File: config.mk
export PLATFORM = sky130hd
export DESIGN_NAME = pc_gen
export DESIGN_NICKNAME = d
export VERILOG_FILES = /design/src/rtl/cpu_pkg.sv /design/src/rtl/pc_next_sel.sv /design/src/rtl/pc_gen.sv
export SDC_FILE = /design/constraint.sdc
export NUM_CORES = 1
export LEC_CHECK = 0
export ABC_AREA = 1
export BUFFER_PORTS_ARGS = -buffer_cell sky130_fd_sc_hd__buf_2
export CAP_MARGIN = 0
export CORE_MARGIN = 4
export CORE_UTILIZATION = 37
export CTS_CLUSTER_DIAMETER = 120
export DETAILED_ROUTE_END_ITERATION = 8
export SLEW_MARGIN = 20
export SYNTH_ARGS = -nofsm -noshare
export SYNTH_HDL_FRONTEND = slang
export SYNTH_SLANG_ARGS = --single-unit
File: constraint.sdc
create_clock -name clk_i -period 1.8 [get_ports clk_i]
set_input_delay 0.18 -clock clk_i [delete_from_list [all_inputs] [get_ports clk_i]]
set_output_delay 0.18 -clock clk_i [all_outputs]
set_load 0.1 [all_outputs]
File: src/rtl/cpu_pkg.sv
// rtl/cpu_pkg.sv - shared types and constants for the fetch-stage PC generator
//
// Purpose: run-control state encoding, next-PC select codes and default
//          reset/trap vectors used by pc_gen and pc_next_sel.
// Ports:   none (package).
package cpu_pkg;

  typedef enum logic [1:0] {
    PC_IDLE = 2'b00,
    PC_RUN  = 2'b01,
    PC_HALT = 2'b10
  } pc_state_e;

  typedef enum logic [2:0] {
    SEL_HOLD = 3'd0,
    SEL_INC  = 3'd1,
    SEL_EXC  = 3'd2,
    SEL_BR   = 3'd3,
    SEL_JMP  = 3'd4
  } pc_sel_e;

  localparam logic [31:0] DEF_RESET_VEC = 32'h0000_0000;
  localparam logic [31:0] DEF_TRAP_VEC  = 32'h0000_0080;

  // True for selects that load a new address rather than hold or step.
  function automatic logic is_redirect(input pc_sel_e sel);
    return (sel == SEL_EXC) || (sel == SEL_BR) || (sel == SEL_JMP);
  endfunction

endpackage

File: src/rtl/pc_next_sel.sv
// rtl/pc_next_sel.sv - combinational next-PC priority encoder
//
// Purpose: picks the next fetch address from exception, branch, jump,
//          sequential step or hold, highest priority first.
// Optional: PC_ALIGN_CHECK_EN adds misalign_o; misaligned branch/jump
//           targets then load TRAP_VEC. Without it the low target bits
//           are cleared.
// Ports:
//   state_i          current run-control state
//   accept_i         a fetch is accepted at pc_i this cycle
//   exc_i            exception redirect
//   br_taken_i/br_target_i    branch redirect and target
//   jmp_i/jmp_target_i        jump redirect and target
//   pc_i             current fetch address
//   sel_o            chosen select code
//   pc_next_o        next fetch address for that select
//   misalign_o       (PC_ALIGN_CHECK_EN) redirect target was misaligned
module pc_next_sel
  import cpu_pkg::*;
#(
  parameter int unsigned     XLEN        = 32,
  parameter int unsigned     INSTR_BYTES = 4,
  parameter logic [XLEN-1:0] TRAP_VEC    = XLEN'(DEF_TRAP_VEC)
) (
  input  pc_state_e       state_i,
  input  logic            accept_i,
  input  logic            exc_i,
  input  logic            br_taken_i,
  input  logic [XLEN-1:0] br_target_i,
  input  logic            jmp_i,
  input  logic [XLEN-1:0] jmp_target_i,
  input  logic [XLEN-1:0] pc_i,
`ifdef PC_ALIGN_CHECK_EN
  output logic            misalign_o,
`endif
  output pc_sel_e         sel_o,
  output logic [XLEN-1:0] pc_next_o
);

  localparam logic [XLEN-1:0] ALIGN_MASK = XLEN'(INSTR_BYTES - 1);
  localparam logic [XLEN-1:0] PC_STEP    = XLEN'(INSTR_BYTES);

  logic [XLEN-1:0] tgt;

  // Outside RUN only an exception can move the PC; stall/start gating is
  // already folded into accept_i, so "no accept" simply means hold.
  always_comb begin
    sel_o = SEL_HOLD;
    if (exc_i) begin
      sel_o = SEL_EXC;
    end else if (state_i == PC_RUN) begin
      if (br_taken_i)    sel_o = SEL_BR;
      else if (jmp_i)    sel_o = SEL_JMP;
      else if (accept_i) sel_o = SEL_INC;
    end
  end

  always_comb begin
    tgt       = (sel_o == SEL_JMP) ? jmp_target_i : br_target_i;
    pc_next_o = pc_i;
`ifdef PC_ALIGN_CHECK_EN
    misalign_o = 1'b0;
`endif
    case (sel_o)
      SEL_INC: pc_next_o = pc_i + PC_STEP;
      SEL_EXC: pc_next_o = TRAP_VEC;
      SEL_BR, SEL_JMP: begin
`ifdef PC_ALIGN_CHECK_EN
        if ((tgt & ALIGN_MASK) != '0) begin
          pc_next_o  = TRAP_VEC;
          misalign_o = 1'b1;
        end else begin
          pc_next_o = tgt;
        end
`else
        pc_next_o = tgt & ~ALIGN_MASK;
`endif
      end
      default: pc_next_o = pc_i;
    endcase
  end

endmodule

File: src/rtl/pc_gen.sv
// rtl/pc_gen.sv - fetch-stage program-counter generator with run control
//
// Purpose: holds the fetch address, steps it per accepted fetch, applies
//          exception/branch/jump redirects, and runs an IDLE/RUN/HALT FSM
//          plus an accepted-fetch counter.
// Optional: PC_ALIGN_CHECK_EN adds misalign_o (one-cycle pulse while pc_o
//           shows TRAP_VEC after a misaligned branch/jump target).
// Ports:
//   clk_i, rst_i     clock, asynchronous active-low reset
//   start_i          run enable (IDLE->RUN; low in RUN freezes PC)
//   halt_i           request HALT
//   stall_i          hazard stall
//   exc_i            exception redirect to TRAP_VEC
//   br_taken_i/br_target_i, jmp_i/jmp_target_i   redirects
//   fetch_ready_i    instruction memory accepts pc_o
//   pc_o, pc_valid_o fetch request
//   fetch_cnt_o      accepted fetches, wraps
//   state_o          00 IDLE, 01 RUN, 10 HALT
module pc_gen
  import cpu_pkg::*;
#(
  parameter int unsigned     XLEN        = 32,
  parameter int unsigned     INSTR_BYTES = 4,
  parameter logic [XLEN-1:0] RESET_VEC   = XLEN'(DEF_RESET_VEC),
  parameter logic [XLEN-1:0] TRAP_VEC    = XLEN'(DEF_TRAP_VEC),
  parameter int unsigned     CNT_W       = 32
) (
  input  logic             clk_i,
  input  logic             rst_i,
  input  logic             start_i,
  input  logic             halt_i,
  input  logic             stall_i,
  input  logic             exc_i,
  input  logic             br_taken_i,
  input  logic [XLEN-1:0]  br_target_i,
  input  logic             jmp_i,
  input  logic [XLEN-1:0]  jmp_target_i,
  input  logic             fetch_ready_i,
  output logic [XLEN-1:0]  pc_o,
  output logic             pc_valid_o,
  output logic [CNT_W-1:0] fetch_cnt_o,
`ifdef PC_ALIGN_CHECK_EN
  output logic             misalign_o,
`endif
  output logic [1:0]       state_o
);

  pc_state_e        state_q, state_d;
  logic [XLEN-1:0]  pc_q, pc_d, pc_next;
  logic [CNT_W-1:0] cnt_q, cnt_d;
  pc_sel_e          sel;
  logic             accept;

  assign pc_valid_o = (state_q == PC_RUN) && start_i;
  assign accept     = pc_valid_o && fetch_ready_i && !stall_i;

`ifdef PC_ALIGN_CHECK_EN
  logic misalign_d, misalign_q;
`endif

  pc_next_sel #(
    .XLEN        (XLEN),
    .INSTR_BYTES (INSTR_BYTES),
    .TRAP_VEC    (TRAP_VEC)
  ) u_next_sel (
    .state_i      (state_q),
    .accept_i     (accept),
    .exc_i        (exc_i),
    .br_taken_i   (br_taken_i),
    .br_target_i  (br_target_i),
    .jmp_i        (jmp_i),
    .jmp_target_i (jmp_target_i),
    .pc_i         (pc_q),
`ifdef PC_ALIGN_CHECK_EN
    .misalign_o   (misalign_d),
`endif
    .sel_o        (sel),
    .pc_next_o    (pc_next)
  );

  // Exception always wins over halt, so it both leaves HALT/IDLE and keeps
  // RUN from entering HALT.
  always_comb begin
    state_d = state_q;
    case (state_q)
      PC_IDLE: if (exc_i || start_i)  state_d = PC_RUN;
      PC_RUN:  if (!exc_i && halt_i)  state_d = PC_HALT;
      PC_HALT: if (exc_i)             state_d = PC_RUN;
      default:                        state_d = PC_IDLE;
    endcase
  end

  // A halting cycle freezes the PC unless a redirect lands; a fetch taken
  // in that cycle still counts.
  always_comb begin
    cnt_d = cnt_q + CNT_W'(accept);
    pc_d  = pc_next;
    if ((state_q == PC_RUN) && halt_i && !is_redirect(sel)) begin
      pc_d = pc_q;
    end
  end

  always_ff @(posedge clk_i or negedge rst_i) begin
    if (!rst_i) begin
      state_q <= PC_IDLE;
      pc_q    <= RESET_VEC;
      cnt_q   <= '0;
    end else begin
      state_q <= state_d;
      pc_q    <= pc_d;
      cnt_q   <= cnt_d;
    end
  end

`ifdef PC_ALIGN_CHECK_EN
  always_ff @(posedge clk_i or negedge rst_i) begin
    if (!rst_i) misalign_q <= 1'b0;
    else        misalign_q <= misalign_d;
  end
  assign misalign_o = misalign_q;
`endif

  assign pc_o        = pc_q;
  assign fetch_cnt_o = cnt_q;
  assign state_o     = state_q;

endmodule
## Yosys cells after proc, flatten, opt, wreduce, memory -nomap -nowiden

Cells that the tools add are included.

- Flip-flop bits (word level): 66
- Input bits: 73
- Output and inout bits: 67
- Logic and storage cells: 43

- Add/subtract/negate cells: 2
- Equal/unequal tests: 9
- Mux-type cells: 11
- Bitwise logic cells: 1
- Reduce and logical (&&, ||, !) cells: 17

Operators with widths:

| cell | number |
|---|---|
| $pmux 32 s3 | 1 |
| $add 32x1->32 | 1 |
| $add 32x3->32 const B | 1 |
| $mux 32 | 1 |
| $mux 3 | 4 |
| $eq 3x2->1 const B | 2 |
| $logic_and 1x1->1 | 6 |
| $mux 2 | 3 |
| $pmux 2 s3 | 1 |
| $ne 2x2->1 const B | 2 |
| $eq 3x1->1 const B | 1 |
| $eq 3x3->1 const B | 1 |
| $logic_not 1->1 | 3 |
| $logic_or 1x1->1 | 3 |
| $reduce_and 3->1 | 1 |
| $reduce_bool 3->1 | 1 |
| $eq 2x1->1 const B | 1 |
| $eq 2x2->1 const B | 1 |
| $logic_not 2->1 | 1 |
| $ne 2x1->1 const B | 1 |
| $reduce_and 2->1 | 1 |
| $reduce_or 2->1 | 1 |
| $mux 1 | 1 |
| $not 1->1 | 1 |

## Longest topological paths before layout

- Depth in word-level cells: 16
- Gate-level depth with buffers: 15
- Mapped depth without buffers: 15

## By module

From an unflattened synthesis, not the netlist that was laid out.

- Cell total of the unflattened synthesis: 786
- Area total of the unflattened synthesis: 4,939.7 sq um

Modules (own cells, without submodules):

| module | times used | cells each | area each (sq um) | seq. area each (sq um) |
|---|---|---|---|---|
| pc_gen | 1 | 383 | 3,108.0 | 1,651.6 |
| pc_next_sel | 1 | 403 | 1,831.8 | 0.0 |

## Worst setup path before layout

OpenSTA, ideal clock, no wires.

- Kind: register -> register
- Start: register state_q[0] (netlist: state_o[0])
- End: register cnt_q[16] (netlist: fetch_cnt_o[16])
- Library setup time: 0.163 ns
- Arrival: 3.292 ns
- Data required time: 1.637 ns
- Setup slack: -1.655 ns
- Cell stages (with the launch flop): 16
- Buffers on the path: 0
- Period minus slack after synthesis: 3.455 ns
- Cell sequence: dfrtp_1 -> inv_2 -> nor2_4 -> nand2_1 -> inv_1 -> nand3_1 -> inv_1 -> ha_1 -> ha_1 -> nand3_2 -> nor2_4 -> nand2_2 -> nor2_4 -> nand2_2 -> nor2_1 -> xor2_1

- Cells in the longest elaborated chain, start to end: 5

Ends and longest elaborated chain:

| item | RTL line | text |
|---|---|---|
| from (decl) | pc_gen.sv:48 | `pc_state_e state_q, state_d;` |
| from (signal assigned) | pc_gen.sv:109 | `state_q <= state_d;` |
| $eq 2x1->1 | pc_gen.sv:54 | `assign pc_valid_o = (state_q == PC_RUN) && start_i;` |
| $logic_and 1x1->1 | pc_gen.sv:54 |  |
| net pc_valid_o | pc_gen.sv:40 | `output logic pc_valid_o,` |
| $logic_and 1x1->1 (2 in series) | pc_gen.sv:55 | `assign accept = pc_valid_o && fetch_ready_i && !stall_i;` |
| $add 32x1->32 | pc_gen.sv:96 | `cnt_d = cnt_q + CNT_W'(accept);` |
| net cnt_d[16] | pc_gen.sv:50 | `logic [CNT_W-1:0] cnt_q, cnt_d;` |
| to (signal assigned) | pc_gen.sv:111 | `cnt_q <= cnt_d;` |
| to (decl) | pc_gen.sv:50 |  |

The timed path passes the listed nets, and every way through them passes these cells.
A chain may end at the register's enable or synchronous reset.

## Worst setup path in the final report

- Start: register state_q[1] (netlist: state_o[1])
- End: register cnt_q[16] (netlist: fetch_cnt_o[16])

- Cells in the longest elaborated chain, start to end: 5

Ends and longest elaborated chain:

| item | RTL line |
|---|---|
| $eq 2x1->1 | pc_gen.sv:54 |
| $logic_and 1x1->1 | pc_gen.sv:54 |
| $logic_and 1x1->1 (2 in series) | pc_gen.sv:55 |
| $add 32x1->32 | pc_gen.sv:96 |
| net cnt_d[16] | pc_gen.sv:50 |

The timed path passes the listed nets, and every way through them passes these cells.

==> Flow_metrics.wiki <==
{| class="wikitable"
! Metric !! Value
|-
| Clock input transition at the sequential cells of the worst setup and hold paths || around 60 ps
|-
| First-pass iteration count of the detailed router || 5
|-
| Number of violations reported at the end of detailed-routing iteration 0 || 423
|-
| TritonCTS clock tree || yes
|-
| Area occupied by registers || 1644 um^2
|-
| Post-detailed-route count of antenna-violating nets || 0
|-
| H-tree level count || 3
|-
| Starting density of the core || between 30% and 40%
|-
| Worst Setup End Kind || register
|-
| Final setup TNS || -1989 ps
|-
| Global-route wire length before repair || 24,090 um
|-
| Flip-flop and latch count after synthesis || 64
|-
| Share of async-settable or async-resettable flops after synthesis || 100.0%
|-
| Status || complete, but fails checks
|-
| Worst hold slack || 146.6 ps
|-
| Required time at the endpoint of the critical path || 2060 ps
|-
| Overall overflow remaining after global route || 0
|-
| Violated checks || setup timing
|-
| Least setup slack across all paths after layout || -153.4 ps
|-
| Number of buffers created by CTS || 9
|-
| WHS Path Cells || 3
|-
| Overall power of the completed layout || 10.26 mW
|-
| Pin count of the biggest net entering global routing || 42
|-
| Transition time at the pin with the least slew margin || roughly 590 ps
|-
| Maximum buffer depth of the clock tree || 2
|-
| Worst slew margin relative to its limit || 60.61%
|-
| Hold Violations, Final || 0
|-
| Count of nets after finishing || 987
|-
| Share of final-layout standard cells stronger than drive strength 1 || a little under two fifths
|-
| Number of different library cells in the post-synthesis netlist || 34
|-
| Final worst-path cycle share || 108.5%
|-
| Worst hold-check path type || input pin to register
|-
| Max_cap viols || 0
|-
| Critical path depth || 14
|-
| Via density per instance || roughly 4.9
|-
| Number of placement rows || 40
|-
| Launch point of the worst reg-to-reg path || state_o[1]$_DFFE_PN0P_
|-
| RSZ-0062 raised after global routing || yes
|-
| Top_reg_cell synth || sky130_fd_sc_hd__dfrtp_1
|-
| Hold EP || state_o[1]$_DFFE_PN0P_
|-
| Placed cells || 1,035
|-
| Maximum fanout along the worst path || 4
|-
| Quantity of I/O buffers inserted on ports || 133
|-
| Area of the core region || ~12,000 um^2
|-
| P per Cell Area || roughly 1500 nW/um^2
|-
| Post-detailed-placement half-perimeter wirelength || 11,550 um
|-
| Maximum resistive drop on vdd || 0.0009721 V
|-
| Max Clock Skew || 7.543 ps
|-
| Overall via count from detail_route || 5,282
|-
| Via count of the first global-routing pass || 4,858
|-
| Sum of buffers and inverters on the critical path || 2
|-
| Reg2reg setup slack || -150 ps
|-
| Antenna violations before repair || 0
|-
| Total number of clock tree sinks || 64
|-
| Average footprint of a synthesized cell || 6.465 um^2
|-
| Count of fill cells added during filler insertion || 1,156
|-
| Die Area || 14,310 um^2
|-
| Syn-to-layout area delta || 51.36%
|-
| Sequential share of the synthesized area || between 30% and 40%
|-
| Overall track demand over capacity in global routing || 20.71%
|-
| Routed wirelength normalized by instance count || about 15 um
|-
| Kind of cell adding the most delay to the critical path || simple AND/OR/NAND/NOR gates
|-
| Root Buffer Master || sky130_fd_sc_hd__clkbuf_16
|-
| Critical-path cell list || nor2_4 -> nand2_2 -> clkinvlp_4 -> nand3_2 -> inv_2 -> ha_4 -> ha_4 -> nand3_4 -> nor2_4 -> nand2_2 -> nor2_4 -> nand2_2 -> nor2_2 -> xor2_1
|-
| Util after Layout || approximately 58%
|-
| Width of the die || 119.6 um
|-
| Gate count of the mapped netlist || 713
|-
| Height of the chip || between 100 and 150 um
|-
| Arrival time at the worst endpoint || 2210 ps
|-
| Clock period minus final worst setup slack || 1953 ps
|-
| Classification of the worst setup path || register to register
|-
| Hold wc startpoint || halt_i
|-
| Capturing point of the worst reg2reg path || fetch_cnt_o[16]$_DFF_PN0_
|-
| Final Instance Count excl. Fillers || 1,084
|-
| IO Pins || 140
|-
| Total wire length after detailed routing || 16,730 um
|-
| Max Freq || 0.5119 GHz
|-
| Post-Synthesis Cell Area || roughly 4600 um^2
|-
| Number of antenna diodes || 0
|-
| Largest stage delay on the critical path || 490 ps
|-
| Routability-driven placement congestion ratio || 0.8928
|-
| Number of warnings reported in the yosys synthesis log || 0
|-
| Depth of the worst register-to-register path || 14
|-
| Count of endpoints failing setup in the final report || 25
|-
| Drc violations || 0
|-
| Clock insertion delay at the later pin of the skew report || 330 ps
|-
| Element type at the critical path start || register
|-
| Cell at the slowest stage of the critical path || sky130_fd_sc_hd__dfrtp_4
|-
| Count of flip-flops with a built-in enable after synthesis || 0
|-
| Static leakage || 3.506 nW
|-
| Area of the multi-input gates || 2910 um^2
|-
| Max-slew violations || 0
|}
## how the worst max path moves through the flow
| stage | startpoint | to | slack [ps] |
|---|---|---|---|
| 6_report | state_o[1]$_DFFE_PN0P_ | fetch_cnt_o[16]$_DFF_PN0_ | -150 |
| 5_1_grt | state_o[1]$_DFFE_PN0P_ | fetch_cnt_o[16]$_DFF_PN0_ | -270 |
| 4_1_cts | state_o[1]$_DFFE_PN0P_ | fetch_cnt_o[16]$_DFF_PN0_ | -150 |
| 3_5_place_dp | state_o[1]$_DFFE_PN0P_ | fetch_cnt_o[16]$_DFF_PN0_ | -170 |
| 3_3_place_gp | state_o[1]$_DFFE_PN0P_ | fetch_cnt_o[16]$_DFF_PN0_ | -120 |
| 2_1_floorplan | state_o[0]$_DFFE_PN0P_ | fetch_cnt_o[16]$_DFF_PN0_ | -890 |
## Yosys cell counts (2+ instances only)
| master | count | share of area (%) |
|---|---|---|
| sky130_fd_sc_hd__inv_1 | 92 | 7.5 |
| sky130_fd_sc_hd__o21ai_1 | 13 | 1.4 |
| sky130_fd_sc_hd__nor2_4 | 4 | 0.98 |
| sky130_fd_sc_hd__nor3_2 | 3 | 0.65 |
| sky130_fd_sc_hd__a21oi_2 | 2 | 0.38 |
| sky130_fd_sc_hd__nand2_4 | 2 | 0.49 |
| sky130_fd_sc_hd__a21oi_1 | 17 | 1.8 |
| sky130_fd_sc_hd__nor2_2 | 2 | 0.27 |
| sky130_fd_sc_hd__nand2_2 | 5 | 0.68 |
| sky130_fd_sc_hd__buf_2 | 6 | 0.65 |
| sky130_fd_sc_hd__nand4_1 | 9 | 1.2 |
| sky130_fd_sc_hd__nand2_1 | 229 | 19 |
| sky130_fd_sc_hd__buf_4 | 8 | 1.3 |
| sky130_fd_sc_hd__nand3_1 | 52 | 5.6 |
| sky130_fd_sc_hd__ha_1 | 3 | 0.81 |
| sky130_fd_sc_hd__nor3_1 | 9 | 0.98 |
| sky130_fd_sc_hd__xor2_1 | 20 | 3.8 |
| sky130_fd_sc_hd__nor2_1 | 114 | 9.3 |
| sky130_fd_sc_hd__xnor2_1 | 16 | 3.0 |
| sky130_fd_sc_hd__inv_2 | 5 | 0.41 |
| sky130_fd_sc_hd__buf_6 | 3 | 0.73 |
| sky130_fd_sc_hd__dfrtp_1 | 64 | 35 |
| sky130_fd_sc_hd__o21ai_0 | 24 | 2.6 |
## sequential cells by signal, indices dropped and copies added (netlist names)
name / count
pc_o: 30
fetch_cnt_o: 32
state_o: 2
## per-layer routing
metal / routed length [um] / global-route usage, %
met3: 1147 / 3.723
met2: 7712 / 32.70
met4: 332 / 6.299
met5: 0 / 0
met1: 7534 / 28.96
## per-stage QoR
stage,setup WS (ps),instance area [um^2]
6_report,-153.4,6977
5_1_grt,-271.3,6977
4_1_cts,-148.3,6309
3_5_place_dp,-167.2,5857
3_3_place_gp,-116.8,5857
2_1_floorplan,-892.2,4752
## power by group
part | leakage (nW) | internal [mW] | total, mW | switching, mW
Clock | 0.174 | 1.50 | 2.16 | 0.663
Sequential | 0.791 | 1.86 | 2.43 | 0.570
Combinational | 2.54 | 1.37 | 5.67 | 4.31
Total | 3.51 | 4.72 | 10.3 | 5.54
## layout make-up
class	instances	share of cell area, %
clock buffers	11	3.336
flip-flops and latches	64	23.57
inverters	97	5.542
repair buffers	200	20.98
clock inverters	5	1.847
multi-input cells	539	41.71
well taps	168	3.013
## worst min-delay path: cells and delay by family
kind / cells / cell delay, ps
buffers and inverters: 1 / 110
AOI/OAI and AO/OA: 1 / 80
and+or+nand+nor: 1 / 70
## cells by family after synthesis
group / after synthesis / synth area share, %
simple gates: 434 / 39.60
buf+inv: 114 / 10.59
flops: 64 / 34.74
compound gates: 61 / 7.329
xor+xnor: 36 / 6.840
fa+ha+maj: 3 / 0.8144
other cells: 1 / 0.08136
## cells in the final DEF, fill, tap and decap left out, types with 9 or more instances in the layout
| cell | instances |
|---|---|
| sky130_fd_sc_hd__nand2_2 | 14 |
| sky130_fd_sc_hd__buf_2 | 132 |
| sky130_fd_sc_hd__xor2_1 | 19 |
| sky130_fd_sc_hd__inv_1 | 85 |
| sky130_fd_sc_hd__o21ai_0 | 9 |
| sky130_fd_sc_hd__nor2_2 | 10 |
| sky130_fd_sc_hd__o21ai_1 | 17 |
| sky130_fd_sc_hd__xnor2_1 | 15 |
| sky130_fd_sc_hd__dfrtp_2 | 22 |
| sky130_fd_sc_hd__o21ai_2 | 11 |
| sky130_fd_sc_hd__nand3_1 | 47 |
| sky130_fd_sc_hd__clkbuf_16 | 17 |
| sky130_fd_sc_hd__dfrtp_1 | 38 |
| sky130_fd_sc_hd__buf_4 | 35 |
| sky130_fd_sc_hd__nor2_4 | 10 |
| sky130_fd_sc_hd__nand4_1 | 9 |
| sky130_fd_sc_hd__nand2_1 | 215 |
| sky130_fd_sc_hd__buf_6 | 16 |
| sky130_fd_sc_hd__a21oi_2 | 11 |
| sky130_fd_sc_hd__nor2_1 | 100 |
## repair_timing
| item | 4_1_cts | 5_1_grt |
|---|---|---|
| pin swaps | 11 | 27 |
| gates resized for setup | 11 | 97 |
| buffers inserted | 6 | 17 |
| hold buffers | 1 | 0 |
| cloned | 0 | 12 |
| endpoints found under the hold margin | 64 | 0 |
| endpoints found under the setup margin | 23 | 55 |
Power figures use the tool's default switching activity.
